$ cat config.mk
export PLATFORM = sky130hd
export DESIGN_NAME = ps2_kbd
export DESIGN_NICKNAME = d
export VERILOG_FILES = /design/src/rtl/ps2_kbd.sv
export SDC_FILE = /design/constraint.sdc
export NUM_CORES = 1
export LEC_CHECK = 0
export CORE_MARGIN = 2
export CORE_UTILIZATION = 48
export DETAILED_ROUTE_END_ITERATION = 16
export HOLD_SLACK_MARGIN = 0.12
export PLACE_DENSITY = 0.78
export SYNTH_ARGS = -nofsm -noshare
export SYNTH_HDL_FRONTEND = slang
export SYNTH_SLANG_ARGS = --single-unit
$ cat constraint.sdc
create_clock -name clk_i -period 9.75 [get_ports clk_i]
set_clock_uncertainty 0.1 [all_clocks]
set_input_delay 2.4375 -clock clk_i [delete_from_list [all_inputs] [get_ports clk_i]]
set_output_delay 2.4375 -clock clk_i [all_outputs]
set_load 0.05 [all_outputs]
$ cat src/rtl/ps2_kbd.sv
// ps2_kbd: PS/2 keyboard receiver with a Wishbone slave front end.
// Conditions the raw PS/2 lines, deframes 11-bit device-to-host frames,
// checks odd parity and the stop bit, and queues good scan codes in a FIFO.
//
// Ports:
//   clk_i, rst_i        system clock, synchronous active-high reset
//   bus_adr..bus_ack    32-bit Wishbone slave (adr[2] selects DATA/STATUS)
//   ps2_clk, ps2_dat    raw asynchronous PS/2 lines
//   interrupt           registered level interrupt (irq_en & FIFO non-empty)
//
// Receiver FSM:
//   state | meaning
//   IDLE  | waiting for a falling edge with data low (start bit)
//   RECV  | shifting in 8 data bits, parity and stop; gap timer running
//   CHECK | one cycle: push the byte if parity/stop are good, else flag error
module ps2_kbd #(
    parameter int CLKFREQ     = 10000000,
    parameter int FIFO_AWIDTH = 4,
    parameter int FILTER      = 8,
    parameter int TIMEOUT_US  = 200
) (
    input  logic        clk_i,
    input  logic        rst_i,
    input  logic [31:0] bus_adr,
    input  logic [31:0] bus_dat_i,
    output logic [31:0] bus_dat_o,
    input  logic        bus_we,
    input  logic [3:0]  bus_sel,
    input  logic        bus_cyc,
    input  logic        bus_stb,
    output logic        bus_ack,
    input  logic        ps2_clk,
    input  logic        ps2_dat,
    output logic        interrupt
);

    localparam int DEPTH = 1 << FIFO_AWIDTH;
    localparam int TCYC  = CLKFREQ / 1000000 * TIMEOUT_US;
    localparam int TW    = $clog2(TCYC + 1);
    localparam int FW    = $clog2(FILTER + 1);

    typedef enum logic [1:0] {IDLE, RECV, CHECK} state_t;

    logic [1:0]             clk_sync, dat_sync;
    logic                   clk_s, dat_s;
    logic                   clk_filt, fall;
    logic [FW-1:0]          filt_cnt;
    state_t                 state, state_nxt;
    logic [9:0]             shreg;
    logic [3:0]             bitcnt;
    logic [TW-1:0]          timer;
    logic                   push, err_set, timeout, frame_good;
    logic [7:0]             mem [DEPTH];
    logic [FIFO_AWIDTH-1:0] wr_ptr, rd_ptr;
    logic [FIFO_AWIDTH:0]   count;
    logic                   empty, full, pop, do_push, do_pop, ovf_set;
    logic                   accept, sel_status, status_wr;
    logic                   irq_en, overflow, frame_err;
    logic [31:0]            rd_data;
    logic                   unused;

    assign unused = ^{bus_adr[31:3], bus_adr[1:0], bus_sel,
                      bus_dat_i[30:18], bus_dat_i[15:0]};

    assign clk_s = clk_sync[1];
    assign dat_s = dat_sync[1];

    always_ff @(posedge clk_i) begin
        if (rst_i) begin
            clk_sync <= 2'b11;
            dat_sync <= 2'b11;
        end else begin
            clk_sync <= {clk_sync[0], ps2_clk};
            dat_sync <= {dat_sync[0], ps2_dat};
        end
    end

    // The filtered clock follows the synchronised clock only after FILTER
    // consecutive samples disagree with it; fall pulses on the 1->0 switch.
    always_ff @(posedge clk_i) begin
        if (rst_i) begin
            clk_filt <= 1'b1;
            filt_cnt <= '0;
            fall     <= 1'b0;
        end else begin
            fall <= 1'b0;
            if (clk_s == clk_filt) begin
                filt_cnt <= '0;
            end else if (filt_cnt == FW'(FILTER - 1)) begin
                clk_filt <= clk_s;
                filt_cnt <= '0;
                fall     <= clk_filt;
            end else begin
                filt_cnt <= filt_cnt + 1'b1;
            end
        end
    end

    // Bits arrive LSB first; after 10 shifts shreg = {stop, parity, data}.
    assign frame_good = (^shreg[8:0]) && shreg[9];
    assign timeout    = (state == RECV) && !fall && (timer == '0);

    always_ff @(posedge clk_i) begin
        if (rst_i) state <= IDLE;
        else       state <= state_nxt;
    end

    always_comb begin
        state_nxt = state;
        push      = 1'b0;
        err_set   = 1'b0;
        case (state)
            IDLE:  if (fall && !dat_s) state_nxt = RECV;
            RECV: begin
                if (fall && bitcnt == 4'd9) begin
                    state_nxt = CHECK;
                end else if (timeout) begin
                    state_nxt = IDLE;
                    err_set   = 1'b1;
                end
            end
            CHECK: begin
                state_nxt = IDLE;
                if (frame_good) push    = 1'b1;
                else            err_set = 1'b1;
            end
            default: state_nxt = IDLE;
        endcase
    end

    // Gap timer counts down from TCYC-1, reloaded on every falling edge.
    always_ff @(posedge clk_i) begin
        if (rst_i) begin
            shreg  <= '0;
            bitcnt <= '0;
            timer  <= '0;
        end else if (fall) begin
            timer <= TW'(TCYC - 1);
            if (state == IDLE) begin
                bitcnt <= '0;
            end else if (state == RECV) begin
                shreg  <= {dat_s, shreg[9:1]};
                bitcnt <= bitcnt + 1'b1;
            end
        end else if (state == RECV && timer != '0) begin
            timer <= timer - 1'b1;
        end
    end

    assign empty   = (count == '0);
    assign full    = (count == (FIFO_AWIDTH + 1)'(DEPTH));
    assign do_push = push && (!full || pop);
    assign do_pop  = pop && !empty;
    assign ovf_set = push && full && !pop;

    always_ff @(posedge clk_i) begin
        if (do_push) mem[wr_ptr] <= shreg[7:0];
    end

    always_ff @(posedge clk_i) begin
        if (rst_i) begin
            wr_ptr <= '0;
            rd_ptr <= '0;
            count  <= '0;
        end else begin
            if (do_push) wr_ptr <= wr_ptr + 1'b1;
            if (do_pop)  rd_ptr <= rd_ptr + 1'b1;
            case ({do_push, do_pop})
                2'b10:   count <= count + 1'b1;
                2'b01:   count <= count - 1'b1;
                default: ;
            endcase
        end
    end

    assign accept     = bus_cyc && bus_stb && !bus_ack;
    assign sel_status = bus_adr[2];
    assign pop        = accept && !bus_we && !sel_status;
    assign status_wr  = accept && bus_we && sel_status;

    always_comb begin
        rd_data = '0;
        if (sel_status) begin
            rd_data[FIFO_AWIDTH:0] = count;
            rd_data[8]             = empty;
            rd_data[9]             = full;
            rd_data[16]            = overflow;
            rd_data[17]            = frame_err;
            rd_data[31]            = irq_en;
        end else if (!empty) begin
            rd_data[8:0] = {1'b1, mem[rd_ptr]};
        end
    end

    // Set events win over a same-cycle write-1-to-clear.
    always_ff @(posedge clk_i) begin
        if (rst_i) begin
            bus_ack   <= 1'b0;
            bus_dat_o <= '0;
            irq_en    <= 1'b0;
            overflow  <= 1'b0;
            frame_err <= 1'b0;
            interrupt <= 1'b0;
        end else begin
            bus_ack <= accept;
            if (accept)    bus_dat_o <= rd_data;
            if (status_wr) irq_en    <= bus_dat_i[31];
            overflow  <= ovf_set || (overflow && !(status_wr && bus_dat_i[16]));
            frame_err <= err_set || (frame_err && !(status_wr && bus_dat_i[17]));
            interrupt <= irq_en && !empty;
        end
    end

endmodule
# Word level (Yosys, flattened, before mapping)
# Memory sizes are Yosys's and may differ from the RTL's. A register that Yosys moved wholly into a read port is not among the register bits.
# Index checks and enable logic that the tools add are counted.
# Widths: inputs -> output; s select.
dict set report totals {
  out_inout_bits 34
  wordCells 115
  inputBits 75
  n_memories 1
  mem_bits_rw 128
  ff_bits 68
}
# name depth word_bits read_ports rd_ports_with_merged_regs wr line
set mem_list {}
lappend mem_list {mem 16 8 1 1 1 53} ;# logic [7:0] mem [DEPTH];
dict set report op_classes {
  n_bitwise 3
  n_mux 26
  n_addsub 7
  eq_ne 10
  n_reduce_logical 49
}
# operator n
set ops {}
lappend ops {{$mux 11} 2}
lappend ops {{$logic_and 1x1->1} 21}
lappend ops {{$add 4x1->4 const B} 4}
lappend ops {{$mux 4} 4}
lappend ops {{$logic_not 11->1} 1}
lappend ops {{$reduce_bool 11->1} 1}
lappend ops {{$sub 11x1->11 const B} 1}
lappend ops {{$logic_not 1->1} 10}
lappend ops {{$mux 1} 10}
lappend ops {{$pmux 5 s2} 1}
lappend ops {{$mux 9} 1}
lappend ops {{$reduce_xor 9->1} 1}
lappend ops {{$mux 2} 4}
lappend ops {{$reduce_and 2->1} 3}
lappend ops {{$reduce_bool 2->1} 3}
lappend ops {{$reduce_or 3->1} 2}
lappend ops {{$add 5x1->5 const B} 1}
lappend ops {{$eq 5x5->1 const B} 1}
lappend ops {{$logic_not 5->1} 1}
lappend ops {{$mux 5} 1}
lappend ops {{$sub 5x1->5 const B} 1}
lappend ops {{$eq 2x1->1 const B} 2}
lappend ops {{$eq 2x2->1 const B} 2}
lappend ops {{$eq 4x3->1 const B} 1}
lappend ops {{other kinds (12)} 16}

# Longest topological paths before layout
# Gate-level depths: netlist of the first run.
dict set report depth {
  word_depth 8
  ltp_mapped 15
  mapped_depth_nobuf 13
}

# Worst setup path before layout of the first run
# Ideal clock, no wire load.
dict set report synth_path {
  path_kind {input-to-reg}
  startpoint {input port bus_stb}
  endpoint {register count[4]}
  n_path_buf 2
  arrival_time_ns 4.945
  required_ns 9.580
  setup_ns 0.070
  path_stages 14
  setup_slack_ns 4.634
  path_cell_list {nand3b_1 > o311a_1 > nor3_2 > buf_2 > inv_1 > ha_1 > buf_2 > xor2_1 > ha_1 > nand2b_1 > a21boi_0 > o21a_1 > or3_1 > a21oi_1}
}
dict set report synth_via {
  elab_chain_len 8
  word_cells_on_any_way 11
  classes_between {eq/ne: 2; mux: 1; reduce/logical: 8}
}
# element line
set synth_lines {}
lappend synth_lines {{start: declaration} 30} ;# input logic bus_stb,
lappend synth_lines {{$logic_and 1x1->1 (*) (2 in a row)} 176} ;# assign accept = bus_cyc && bus_stb && !bus_ack;
lappend synth_lines {{$logic_and 1x1->1 (*) (2 in a row)} 178} ;# assign pop = accept && !bus_we && !sel_status;
lappend synth_lines {{$logic_or 1x1->1} 152} ;# assign do_push = push && (!full || pop);
lappend synth_lines {{$logic_and 1x1->1} 152}
lappend synth_lines {{$eq 2x1->1 or $eq 2x2->1 (tied branches)} 168} ;# case ({do_push, do_pop})
lappend synth_lines {{$pmux 5 s2 or $reduce_bool 2->1 (tied branches)} -}
lappend synth_lines {{end signal: assignment} 169} ;# 2'b10: count <= count + 1'b1;
lappend synth_lines {{end signal: assignment} 170} ;# 2'b01: count <= count - 1'b1;
lappend synth_lines {{end: declaration} 55} ;# logic [FIFO_AWIDTH:0] count;
# Mark *: on every way between the ends. The rest lies on a longest branch, timed or not.
# A chain may end at the register's enable or synchronous reset.

# Worst setup path in the final report of the first run
dict set report layout_path {
  startpoint {input port bus_cyc}
  endpoint {register count[4]}
}
dict set report layout_via {
  elab_chain_len 8
  word_cells_on_any_way 11
  classes_between {eq/ne: 2; mux: 1; reduce/logical: 8}
}
# element line
set layout_lines {}
lappend layout_lines {{start: declaration} 29} ;# input logic bus_cyc,
lappend layout_lines {{$logic_and 1x1->1 (*) (2 in a row)} 176}
lappend layout_lines {{$logic_and 1x1->1 (*) (2 in a row)} 178}
lappend layout_lines {{$logic_or 1x1->1} 152}
lappend layout_lines {{$logic_and 1x1->1} 152}
lappend layout_lines {{$eq 2x1->1 or $eq 2x2->1 (tied branches)} 168}
lappend layout_lines {{$pmux 5 s2 or $reduce_bool 2->1 (tied branches)} -}
# Marked as above.

==> results summary, run 1 <==
The total power per unit cell area is 173 nW/µm². Among all flip-flop cells after synthesis, the most frequent one is sky130_fd_sc_hd__edfxtp_1. The total overflow reported by the global router came out at 0. The synthesized netlist devotes 10.3% of its cell area to simple gates. The setup TNS is 0 ps.

In this run the worst hold path is classified as flop to flop. The cell internal power dissipation came out at 1.29 mW. The share of total power consumed by net switching came out at 19.9%. The average wire length per cell after detail routing is 19.2 µm. The worst hold path begins at dat_sync[0]. The transition at the pin with the smallest max-transition slack came out at 892 ps. The count of mapped cells out of synthesis came out at 589. The floorplan step set the die height to 136 µm.

The highest attainable clock frequency came out at 162 MHz. Setup violations remaining at the end of the flow were counted as 0. The synthesized design contains 200 register bits. No sink is reached through more buffers than the 2 on the longest clock path. The weighted congestion reported at the end of routability-driven placement came out at 0.784. On the final layout, the worst hold slack is 310 ps. The post-route DRC violation count came out at 0.

For this run, the number of Yosys warnings is 0. The cell taking the most area after synthesis is sky130_fd_sc_hd__edfxtp_1. The synthesized design contains 128 enable-type register cells. The smallest clock period supported by the final layout is computed as 6170 ps. The first detailed-routing pass ran for 5 iterations. The final number of max-transition violations came out at 0. The most critical setup path has its startpoint at bus_cyc. The number of distinct library cell variants in the gate-level netlist after synthesis is 61.

The proportion of synthesized flip-flops having asynchronous set or reset came out at 0%. In this run the standard cell core region covers 17200 µm². Sequential cells burn 55.5% of the power. Post-CTS timing repair inserted 0 buffers for setup. The number of hold buffers added after CTS was 0. The total net switching power came out at 319 µW. The routed via count came out at 4818.

The number of levels in the clock H-tree is 4. The overall power came out at 1.61 mW. Combinational logic burns 2.6% of the power. The biggest fanout along the worst timing path came out at 15. The most instantiated library cell after synthesis is sky130_fd_sc_hd__edfxtp_1.

The number of maximum-capacitance violations came out at 0. The internal reg-to-reg setup slack came out at 5450 ps. Cells with a size suffix above 1 make up 13.8% of the layout. The post-synthesis average cell area came out at 14.2 µm². The multiplexer share of the synthesized area came out at 10.9%. For this configuration, the core starts out at a cell density of 48.8%. The total CTS buffers came out at 17. The die boundary width is 136 µm. Data on the critical path is required at its endpoint by 10000 ps.

The run finished with clean final reports. The detail-routed via count per cell is 5.74. The number of filler cells placed in the layout is 1345. Setup repair after global routing left no endpoint under its margin. The number of buffers inserted by port buffering is 25.

The count of instances resized after the clock tree is built is 0. The floorplan row count is 48. In this run the worst setup path terminates at count[4]. The area of the mapped netlist came out at 8380 µm².

The global-route total usage across every layer came out at 18.2%. The signal arrival time at the worst endpoint came out at 6420 ps. The total routed wirelength is 16100 µm.

The clock network fraction of design power is 41.9%. The number of antenna violations at the first check in global routing was 0. The count of nets after finishing came out at 692. The static leakage is 3.20 nW. By count the netlist is led by 128 x sky130_fd_sc_hd__edfxtp_1, 72 x sky130_fd_sc_hd__dfxtp_1, 44 x sky130_fd_sc_hd__nor2_1.

In this run the remaining antenna-violating nets after routing total 0. The xor and xnor area share after synthesis is 3.12%. STA classifies the critical path startpoint as an input port. The area enclosed by the die boundary is 18500 µm².

Along the worst hold path, the cell count comes to 1. The area growth from synthesis to final layout is 10.7%. After synthesis, the largest family of logic cells by area is multiplexers. The launch instance of the worst register-to-register path is shreg[3]. The kind of end point of the critical path is a flop.

VDD sags by at most 0.123 mV. The total clock sinks is 200. In this run the critical register-to-register path is captured at count[4]. The wire length of the first global-routing pass is 25300 µm.

At the later pin of the worst-skew pair, clock insertion delay measures 430 ps. After clock tree synthesis, the clock-pin slew on the worst setup and hold paths is 70 ps. After synthesis, the cell types taking the most area are sky130_fd_sc_hd__edfxtp_1 46%, sky130_fd_sc_hd__dfxtp_1 17%, sky130_fd_sc_hd__mux4_2 8.9%. The final number of hold-violating endpoints came out at 0.

The fraction of the mapped netlist area in adder cells is 2.39%. The share of Yosys cell area claimed by the top area cell type is 45.9%. The number of antenna diodes came out at 0. The number of global-route vias before repair was 4874. The detailed-placement wirelength estimate came out at 10500 µm.

The worst max-slew margin expressed relative to the limit came out at 40.5%. The end-of-flow core utilization came out at 54.1%. Entering global routing, the biggest net connects 73 pins. For the worst flop-to-flop path, the logic depth is 13.

TritonCTS built the clock tree. For this design the top-level I/O count stands at 109. The sequential fraction of the synthesis area is 63.0%.

The detailed router finished its first iteration with 446 violations. The post-synthesis compound-gate area fraction came out at 6.19%. The path type of the worst setup path is input port to flop. The root cell of the clock tree is sky130_fd_sc_hd__clkbuf_16.

The part of the cycle the worst path needs came out at 63.3%.
==> worst max-delay path, cell delays in order <==
cell and delay [ps]:
sky130_fd_sc_hd__clkdlybuf4s50_1 500, sky130_fd_sc_hd__nand3b_1 430, sky130_fd_sc_hd__o311a_1 560, sky130_fd_sc_hd__nor3_2 690, sky130_fd_sc_hd__inv_1 180, sky130_fd_sc_hd__ha_1 350, sky130_fd_sc_hd__xor2_1 180, sky130_fd_sc_hd__ha_1 230
sky130_fd_sc_hd__nand2b_1 70, sky130_fd_sc_hd__a21boi_0 70, sky130_fd_sc_hd__o21a_1 190, sky130_fd_sc_hd__or3_1 360, sky130_fd_sc_hd__a21oi_1 170
==> cell families after synthesis <==
family / after synthesis
compound gates: 78
xor+xnor: 26
fa+ha+maj: 16
buf+inv: 66
flops: 200
mux: 50
other cells: 1
simple gates: 152
==> area by class of cell <==
| class | count | area, µm² | area share (%) |
|---|---|---|---|
| Timing Repair Buffer | 27 | 260 | 2.80 |
| Inverter | 14 | 52.6 | 0.566 |
| Multi-Input combinational cell | 341 | 2830 | 30.5 |
| Clock buffer | 25 | 508 | 5.47 |
| Sequential cell | 200 | 5290 | 57.0 |
| Clock inverter | 7 | 62.6 | 0.674 |
| Tap cell | 225 | 282 | 3.03 |
==> worst min path at each step <==
| stage | end | slack, ps |
|---|---|---|
| floorplan | clk_sync[1] | 290 |
| global placement | clk_sync[1] | 290 |
| detailed placement | dat_sync[1] | 300 |
| global route | dat_sync[1] | 350 |
| finish | dat_sync[1] | 310 |
| CTS | dat_sync[1] | 310 |
==> cell usage in the layout (no fill, tap or decap), types with 9 or more instances in the layout <==
master,n
sky130_fd_sc_hd__nor2_1,44
sky130_fd_sc_hd__ha_1,16
sky130_fd_sc_hd__clkbuf_16,19
sky130_fd_sc_hd__mux2i_1,14
sky130_fd_sc_hd__a21oi_1,34
sky130_fd_sc_hd__clkdlybuf4s50_1,24
sky130_fd_sc_hd__nand2_1,18
sky130_fd_sc_hd__dfxtp_1,70
sky130_fd_sc_hd__nor2b_1,9
sky130_fd_sc_hd__conb_1,19
sky130_fd_sc_hd__mux4_2,33
sky130_fd_sc_hd__inv_1,14
sky130_fd_sc_hd__o21ai_0,11
sky130_fd_sc_hd__edfxtp_1,128
sky130_fd_sc_hd__xnor2_1,14
sky130_fd_sc_hd__xor2_1,10
sky130_fd_sc_hd__and3_1,17
==> routing by layer <==
layer | wire, µm | vias to the layer above | GRT usage [%]
li1 | - | 2194 | -
met2 | 8550 | 156 | 31.6
met5 | 0 | - | 0
met1 | 6340 | 2435 | 21.6
met4 | 454 | 0 | 8.56
met3 | 724 | 33 | 3.95
==> through the flow <==
step           setup slack, ps  instances  cell area [µm²]
2_1_floorplan             4630        607             8450
3_3_place_gp              3390        807             8710
3_5_place_dp              3220        807             8710
4_1_cts                   3580        839             9280
5_1_grt                   3240        839             9280
6_report                  3580        839             9280
==> state kept, by name (all words and copies together) (netlist names), 2 cells and up, named ones only <==
signal,cells
bitcnt,4
bus_dat_o,13
clk_sync,2
count,5
dat_sync,2
filt_cnt,4
mem,128
rd_ptr,4
shreg,10
state,2
timer,11
wr_ptr,4
==> power by group through the flow <==
stage | sequential (mW) | combinational [mW] | clock, mW
2_1_floorplan | 0.912 | 0.0370 | 0
3_3_place_gp | 0.911 | 0.0395 | 0
3_5_place_dp | 0.912 | 0.0407 | 0
4_1_cts | 0.893 | 0.0409 | 0.680
5_1_grt | 0.893 | 0.0445 | 0.714
6_report | 0.893 | 0.0413 | 0.674
Power figures use the tool's default switching activity.
==> inputs of run 2 (changes only) <==
- clock period: 9.75 -> 6 ns (I/O delays scaled with it)
==> run 2 against run 1 <==
Compared with the run above:
- critical endpoint unchanged
- power increased by 60%
- cell count increased by 0.24%
- die area unchanged
- combinational power increased by 64%
- core utilization decreased by 0.058 points
- clock power increased by 56%
- via count decreased by 0.89%
- flip-flop and latch count unchanged
- global-route usage about the same
==> results summary, run 2 (synthesized netlist as in run 1, its figures left out) <==
The total CTS buffers is 17 (unchanged). The part of the cycle the worst path needs came out at 78.5%. The count of hold buffers inserted by post-cts repair is 0 (unchanged). Setup repair after global routing left no endpoint under its margin. The number of top-level design ports is 109 (unchanged). The largest voltage drop on the vdd net was 0.215 mV (+75%). The CTS tree is built. The floorplan row count came to 48 (unchanged). The total net switching power came out at 541 µW (+69%).

The biggest fanout along the worst timing path is 14 (-1). The detail-routed via count per cell came out at 5.68 (-1.1%). The part of the total power dissipated in combinational logic is 2.6% (about the same). The flip-flop count of the largest register after layout is 128 (unchanged). The total power per unit cell area is 277 nW/µm² (+60%). The global-route total usage across every layer is 18.2% (-0.018 points). The maximum number of pins on one net before global-route repair came out at 72 (-1.4%).

The number of cells on the worst hold path came out at 1 (unchanged). The most common cell after layout, fill and taps aside is sky130_fd_sc_hd__edfxtp_1. STA classifies the critical path endpoint as a flop. In this design, the critical path's most frequently occurring cell is sky130_fd_sc_hd__ha_1. The final worst setup slack came out at 1290 ps (-2290 ps). The required time at the worst-slack endpoint was 6260 ps (-3740 ps). The number of iterations in the first detailed-routing pass is 5 (unchanged).

The number of buffers inserted by port buffering is 25 (unchanged). The critical path's largest stage delay came out at 570 ps (-120 ps). The number of antenna diodes came out at 0 (unchanged). In this run the critical register-to-register path is captured at count[4]. The post-route DRC violation count came out at 0 (unchanged). The sequential cell area is 5290 µm² (unchanged). The number of filler cells placed in the layout is 1339 (-0.45%). The weighted congestion reported at the end of routability-driven placement was 0.795 (+1.4%). The number of levels in the clock H-tree is 4 (unchanged). The clock latency of the later-clocked register in the worst-skew pair is 430 ps (about the same). The worst max-slew margin expressed relative to the limit is 41.4% (+0.95 points).

The buffers plus inverters on the worst setup path came to 2 (unchanged). The placeable core region is 17200 µm² (unchanged). The largest registers in the layout are mem x128, bus_dat_o x13, timer x11.

The total clock sinks is 200 (unchanged). The final number of hold-violating endpoints is 0 (unchanged). The cell internal power dissipation came out at 2.03 mW (+58%). The placed standard-cell area came out at 8730 µm² (+0.17%). The iteration-0 DRC count of the detailed router came out at 380 (-15%). The number of antenna violations at the first check in global routing is 0 (unchanged). The chip height came out at 136 µm (unchanged). The post-CTS setup-driven buffer insertion count is 0 (unchanged).

The area of all placed cells without fillers is 9270 µm² (-0.11%). The share of total power consumed by net switching came to 21.0% (+1.2 points). The count of instances resized after the clock tree is built was 0 (unchanged).

On the critical path, the stage with the largest delay is an instance of sky130_fd_sc_hd__o311a_1. The initial core utilization came to 48.8% (unchanged). The count of nets after finishing is 694 (+0.29%). The count of antenna-violating nets left after detailed routing is 0 (unchanged).

The path type of the worst setup path is input port to flop. The critical path goes through clkdlybuf4s50_1 > nand3b_1 > o311a_1 > nor3_2 > inv_1 > ha_1 > xor2_1 > ha_1 > nand2b_1 > a21boi_0 > o21a_1 > or3_1 > a21oi_1. The root cell of the clock tree is sky130_fd_sc_hd__clkbuf_16. The clock network fraction of design power is 40.9% (-1.0 points).

The static leakage is 3.20 nW (about the same). The total overflow reported by the global router came out at 0 (unchanged). The area of the multi-input gates was 2830 µm² (unchanged). The critical path startpoint category is an input port.

The wire length of the first global-routing pass came to 25000 µm (-1.4%). In this run the critical register-to-register path is launched from shreg[3]. The signal arrival time at the worst endpoint came out at 4970 ps (-1450 ps).

The worst hold path begins at dat_sync[0]. The clock input transition at the sequential cells of the worst setup and hold paths is 70 ps (about the same). The depth of the most critical reg-to-reg path is 13 (unchanged). The die boundary width came to 136 µm (unchanged). The highest attainable clock frequency is 212 MHz.

The number of maximum-capacitance violations is 0 (unchanged). The register bank with the most flops is mem. The area enclosed by the die boundary was 18500 µm² (unchanged).

The classification of the worst-slack hold path is flop to flop. The sequential cell fraction of total power is 56.4% (+0.9 points). The final critical delay including setup and external delays came out at 4710 ps. The number of global-route vias before repair is 4712 (-3.3%). In the layout the commonest cells are 128 x sky130_fd_sc_hd__edfxtp_1, 70 x sky130_fd_sc_hd__dfxtp_1, 44 x sky130_fd_sc_hd__nor2_1. The flow ran to the end, and the final reports show no timing, DRC or antenna violations.

The area growth from synthesis to final layout came out at 10.6%. The worst-case clock buffer depth came out at 2 (unchanged). The routed via count is 4775 (-0.89%).

The transition at the pin with the smallest max-transition slack is 878 ps (-14.2 ps). The setup TNS came out at 0 ps (unchanged). The internal reg-to-reg setup slack is 2160 ps (-3290 ps).

The layout cell share with drive strength beyond 1 came out at 14.4% (+0.60 points). The path with the worst hold slack has its endpoint at dat_sync[1]. The tightest hold margin is 311 ps (+1.55 ps). The detailed-placement wirelength estimate was 10400 µm (-0.70%).

The average wire length per cell after detail routing is 19.0 µm (-0.73%). The total routed wirelength is 16000 µm (-0.50%). Among cell families on the critical path, the largest total delay comes from simple AND/OR/NAND/NOR gates. The number of endpoints failing setup at the final stage came out at 0 (unchanged).

The final number of max-transition violations was 0 (unchanged). The worst setup slack after placement is 907 ps (-2310 ps).
## run 2: changes by cell type in the layout (fill, tap and decap cells not counted), sizes merged
cell	change
clkinv	+3
buf	+2
bufinv	-1
clkbuf	-2
## run 2: layout make-up
type | count | share of cell area [%]
sequential | 200 | 57.0
multi-input combinational | 341 | 30.5
clock buffer | 23 | 5.15
tap | 225 | 3.04
timing repair buffer | 29 | 2.97
clock inverter | 9 | 0.729
inverter | 14 | 0.567
## run 2: worst max path at each step
stage,from,end,slack [ps],cells past startpoint
final,bus_stb,count[4],1290,13
after global routing,bus_stb,count[4],1050,13
after CTS,bus_stb,count[4],1330,13
after detailed placement,bus_cyc,count[4],910,13
after global placement,bus_stb,count[4],1010,13
after floorplan,bus_stb,count[4],1820,14
## run 2: per-layer routing
metal	vias up	share of wire, %	GRT usage [%]	routed length [µm]
met5	-	0	0	0
li1	2206	-	-	-
met4	0	1.7	7.35	278
met1	2434	43	22.7	6890
met3	19	3.6	3.13	581
met2	116	52	31.5	8230
## run 2: per-stage QoR
step           util (%)  total power, mW  instances
3_5_place_dp       50.8             1.55        809
2_1_floorplan         -             1.54        607
3_3_place_gp       50.8             1.55        809
6_report           54.0             2.57        841
5_1_grt            54.0             2.64        841
4_1_cts            54.0             2.58        841
## run 2: power by group through the flow
stage / clock network [mW] / registers [mW] / logic, mW
floorplan: 0 / 1.48 / 0.0601
global placement: 0 / 1.48 / 0.0642
global route: 1.11 / 1.45 / 0.0722
CTS: 1.06 / 1.45 / 0.0673
detailed placement: 0 / 1.48 / 0.0670
finish: 1.05 / 1.45 / 0.0678
